**src/rtl/display_pkg.sv**
```systemverilog
// Shared 1080p timing constants and the line-fetch FSM state type.
package display_pkg;

  localparam int H_RES        = 1920;
  localparam int V_RES        = 1080;
  localparam int V_LAST       = 1124;
  localparam int PIX_PER_WORD = 4;

  typedef enum logic [1:0] {
    IDLE,
    REQ,
    DRAIN
  } fetch_state_t;

endpackage

```
**src/rtl/display_line_fetch.sv**
```systemverilog
// Fetches the next active video line from the framebuffer during horizontal
// blanking and writes it into one bank of a double-buffered line buffer.
module display_line_fetch
  import display_pkg::*;
#(
  parameter int                ADDR_W    = 24,
  parameter int                DATA_W    = 32,
  parameter logic [ADDR_W-1:0] BASE_ADDR = '0,
  parameter int                LB_ADDR_W = 9
) (
  input  logic                 clk_pix,
  input  logic                 rst,
  input  logic [11:0]          sx,
  input  logic [11:0]          sy,
  output logic                 mem_req_valid,
  input  logic                 mem_req_ready,
  output logic [ADDR_W-1:0]    mem_req_addr,
  input  logic                 mem_rd_valid,
  input  logic [DATA_W-1:0]    mem_rd_data,
  output logic                 lb_we,
  output logic                 lb_bank,
  output logic [LB_ADDR_W-1:0] lb_addr,
  output logic [DATA_W-1:0]    lb_data,
  output logic                 busy,
  output logic                 underrun
);

  localparam int LINE_WORDS = H_RES / PIX_PER_WORD;
  localparam int CNT_W      = LB_ADDR_W + 1;
  localparam logic [CNT_W-1:0] LAST_WORD = CNT_W'(LINE_WORDS - 1);

  fetch_state_t      state, state_next;
  logic [ADDR_W-1:0] line_base;
  logic              bank;
  logic [CNT_W-1:0]  req_cnt;
  logic [CNT_W-1:0]  dat_cnt;
  logic [11:0]       target;
  logic              target_ok;
  logic              trigger;
  logic              start;
  logic              req_fire;
  logic              data_beat;

  assign trigger = (sx == 12'(H_RES));

  // The last line of the frame wraps to line 0; lines past the active area fetch nothing.
  always_comb begin
    target    = '0;
    target_ok = 1'b0;
    if (sy == 12'(V_LAST)) begin
      target_ok = 1'b1;
    end else if (sy < 12'(V_RES - 1)) begin
      target    = sy + 12'd1;
      target_ok = 1'b1;
    end
  end

  assign start     = (state == IDLE) && trigger && target_ok;
  assign req_fire  = (state == REQ) && mem_req_ready;
  assign data_beat = (state != IDLE) && mem_rd_valid;

  always_ff @(posedge clk_pix) begin
    if (rst) begin
      state <= IDLE;
    end else begin
      state <= state_next;
    end
  end

  always_comb begin
    state_next    = state;
    mem_req_valid = 1'b0;
    mem_req_addr  = '0;
    busy          = 1'b0;
    unique case (state)
      IDLE: begin
        if (start) state_next = REQ;
      end
      REQ: begin
        mem_req_valid = 1'b1;
        mem_req_addr  = line_base + ADDR_W'(req_cnt);
        busy          = 1'b1;
        if (req_fire && (req_cnt == LAST_WORD)) state_next = DRAIN;
      end
      DRAIN: begin
        busy = 1'b1;
        if (data_beat && (dat_cnt == LAST_WORD)) state_next = IDLE;
      end
      default: state_next = IDLE;
    endcase
  end

  // Return data is in request order, so a running count is the line buffer address.
  always_ff @(posedge clk_pix) begin
    if (rst) begin
      line_base <= '0;
      bank      <= 1'b0;
      req_cnt   <= '0;
      dat_cnt   <= '0;
      lb_we     <= 1'b0;
      lb_bank   <= 1'b0;
      lb_addr   <= '0;
      lb_data   <= '0;
      underrun  <= 1'b0;
    end else begin
      lb_we    <= data_beat;
      underrun <= trigger && (state != IDLE);
      if (start) begin
        line_base <= BASE_ADDR + ADDR_W'(target) * ADDR_W'(LINE_WORDS);
        bank      <= target[0];
        req_cnt   <= '0;
        dat_cnt   <= '0;
      end
      if (req_fire) begin
        req_cnt <= req_cnt + CNT_W'(1);
      end
      if (data_beat) begin
        lb_bank <= bank;
        lb_addr <= dat_cnt[LB_ADDR_W-1:0];
        lb_data <= mem_rd_data;
        dat_cnt <= dat_cnt + CNT_W'(1);
      end
    end
  end

endmodule

```
**config.mk**
```make
export PLATFORM = sky130hd
export DESIGN_NAME = display_line_fetch
export DESIGN_NICKNAME = d
export VERILOG_FILES = /design/src/rtl/display_pkg.sv /design/src/rtl/display_line_fetch.sv
export SDC_FILE = /design/constraint.sdc
export NUM_CORES = 1
export LEC_CHECK = 0
export BUFFER_PORTS_ARGS = -buffer_cell sky130_fd_sc_hd__buf_4
export CAP_MARGIN = 20
export CORE_MARGIN = 2
export CORE_UTILIZATION = 30
export CTS_CLUSTER_SIZE = 8
export DETAILED_ROUTE_END_ITERATION = 16
export PLACE_DENSITY = 0.53
export SETUP_SLACK_MARGIN = 0.05
export SKIP_CTS_REPAIR_TIMING = 1
export SYNTH_ARGS = -nofsm -noshare
export SYNTH_HDL_FRONTEND = slang
export SYNTH_SLANG_ARGS = --single-unit
```
**constraint.sdc**
```tcl
create_clock -name clk_pix -period 4.4 [get_ports clk_pix]
set_input_delay 0.44 -clock clk_pix [delete_from_list [all_inputs] [get_ports clk_pix]]
set_output_delay 0.44 -clock clk_pix [all_outputs]
set_load 0.05 [all_outputs]
```
==> results.sh <==
export IMPL_drt_iter0_drc=280
export IMPL_synth_area_leaders="dfxtp_1 30%, a21oi_1 9.2%, nand2_1 9.0%, ha_1 7.5%, fa_1 6.2%"
export IMPL_cts_buffer_depth=2
export IMPL_highest_layer="met4"
export IMPL_total_leakage_power_nw=2.95
export IMPL_synth_cells=720
export IMPL_critPathCaptureType="register"
export IMPL_pin_count=130
export IMPL_grt_overflow=0
export IMPL_die_w_um=140
export IMPL_fill_cells=1934
export IMPL_cts_root_buf="clkbuf_16"
export IMPL_antenna_cells=0
export IMPL_critPathLaunchType="primary input"
export IMPL_crit_arrival_ns=4.16
export IMPL_fin_crit_sh_pct=89.3
export IMPL_hold_viol_final=0
export IMPL_cap_violations=0
export IMPL_dr_wl_met2_um=6450
export IMPL_numCtsBuffers=9
export IMPL_p_per_area_nw_per_um2=257
export IMPL_syn_area_um2=5520
export IMPL_status="completed"
export IMPL_finalSetupViolCount=0
export IMPL_clock_latency_ns=0.34
export IMPL_cts_clk_slew_worst_paths_ns=0.06
export IMPL_rsz0062_at_grt="false"
export IMPL_clock_sinks=82
export IMPL_coreArea_um2=18000
export IMPL_final_design_area_no_fill_um2=7170
export IMPL_rows=49
export IMPL_cp_startpoint="sy[0]"
export IMPL_cts_tree="done"
export IMPL_synth_top_flop_cell="dfxtp_1"
export IMPL_slew_violations=0
export IMPL_layout_drive_gt1_share_pct=21.7
export IMPL_timing_worst_slew_pin_value_ns=1.03
export IMPL_grt_total_usage_pct=15.1
export IMPL_async_reset_ff_share_pct=0
export IMPL_synth_seq_cells=82
export IMPL_wl_met1_um=7510
export IMPL_skew_ns=0.0123
export IMPL_hpwl_um=11200
export IMPL_dr_pass1_iters=4
export IMPL_htreeDepth=3
export IMPL_critPathMaxFanout=6
export IMPL_synth_edf_count=0
export IMPL_final_cell_mix="159 x buf_4, 133 x nand2_1, 102 x a21oi_1, 82 x dfxtp_1, 40 x inv_1"
export IMPL_ys_warnings_count=0
export IMPL_vias=5322
export IMPL_dieArea_um2=19500
export IMPL_floorplan_initialDensity_pct=30.6
export IMPL_postSynthAreaPerCell_um2=7.67
export IMPL_grt_pass1_vias=4810
export IMPL_fmax_mhz=255
export IMPL_yosys_area_top_type="dfxtp_1"
export IMPL_route_met3_wl_um=471
export IMPL_yosysUniqueCellTypes=61
export IMPL_hp_class="primary input to register"
export IMPL_synth_top_area_share_pct=29.7
export IMPL_antenna_found_initial=0
export IMPL_die_h_um=140
export IMPL_reg2reg_from="state[1]"
export IMPL_grt_max_degree=56
export IMPL_areaGrowthSynthToFinish_pct=29.9
export IMPL_via_per_inst=4.89
export IMPL_detail_route_wirelength_um=14700
export IMPL_antenna_left=0
export IMPL_final_nets=965
export IMPL_finalSetupTns_ns=0
export IMPL_holdCritStartpoint="mem_rd_data[20]"
export IMPL_routedWlPerCell_um=13.5
export IMPL_place_gp_congestion=0.778
export IMPL_timing_slew_headroom_pct=31.6
export IMPL_place_area_um2=6870
export IMPL_cp_required_ns=4.63
export IMPL_grt_pass1_wl_um=24400
export IMPL_drc=0
export IMPL_ys_seq_area_share_pct=29.7
export IMPL_final_common_cell="buf_4"
export IMPL_vdd_drop_max_mv=0.197
export IMPL_io_buffers=127
export IMPL_fin_crit_ns=3.93
export IMPL_critPathKind="primary input to register"
## cell usage after synthesis, types with 12 or more instances
| cell | instances |
|---|---|
| inv_1 | 40 |
| dfxtp_1 | 82 |
| nor3_1 | 12 |
| nand2_1 | 133 |
| nand2b_1 | 13 |
| clkbuf_1 | 31 |
| o21ai_0 | 25 |
| ha_1 | 33 |
| nand3_1 | 25 |
| a21oi_1 | 102 |
| fa_1 | 17 |
| nor2_1 | 38 |
## worst paths after layout
path	depth (start not counted)	slack (ns)	end
min	3	0.34	lb_data[20]
min reg2reg	2	0.45	lb_addr[4]
max reg2reg	6	1.96	line_base[15]
max	16	0.47	line_base[20]
## sequential cells by signal, indices dropped and copies added (netlist names)
| signal | count |
|---|---|
| lb_data | 32 |
| line_base | 16 |
| dat_cnt | 10 |
| req_cnt | 10 |
| lb_addr | 9 |
| state | 2 |
| lb_bank | 1 |
| lb_we | 1 |
| underrun | 1 |
## layer usage
layer  GRT usage [%]  up-vias
met5               0        -
met4            5.16        0
met3            2.34       18
met2            23.0       92
met1            21.9     2431
li1                -     2781
## through the flow
step | cells | utilization, % | setup slack (ns) | power [W] | hold WS [ns]
after floorplan | 725 | - | 0.253 | 0.000953 | 0.436
after detailed placement | 1073 | 38.1 | 0.102 | 0.00108 | 0.447
after global routing | 1089 | 39.8 | 0.244 | 0.00194 | 0.330
after global placement | 1073 | 38.1 | 0.140 | 0.00109 | 0.445
final | 1089 | 39.8 | 0.473 | 0.00184 | 0.338
after CTS | 1089 | 39.8 | 0.468 | 0.00186 | 0.326
## cells by family after synthesis
family | Yosys count | synth area share [%]
AND/OR/NAND/NOR | 286 | 24.7
AO/OA/AOI/OAI | 193 | 21.7
flip-flops | 82 | 29.7
buffers and inverters | 81 | 5.71
adder cells (fa/ha/maj) | 51 | 13.8
XOR/XNOR | 20 | 3.17
multiplexers | 5 | 0.930
other | 2 | 0.136
## layout make-up
cell class	count	area, um^2	area share (%)
sequential	82	1640	22.9
tap	229	287	4.00
clock buffer	11	243	3.39
inverter	41	154	2.15
multi-input combinational	562	3590	50.1
clock inverter	5	61.3	0.855
timing repair buffer	159	1190	16.6
## critical path, stage by stage
cell and delay, ns:
buf_4 0.13, ha_1 0.25, a21oi_1 0.24, o21ai_2 0.12, nor2_1 0.27, buf_4 0.20
nand2b_1 0.11, fa_1 0.49, fa_1 0.51, inv_1 0.04, ha_1 0.35, and4_1 0.24
a211oi_1 0.26, buf_4 0.16, nor4b_2 0.04, a311o_1 0.31
## power by group
group	internal [W]	switching, W	total (W)
clock	0.000458	0.000316	0.000774
sequential	0.000742	0.0000000168	0.000742
combinational	0.000155	0.000168	0.000324
total	0.00136	0.000484	0.00184
Power figures use the tool's default switching activity.
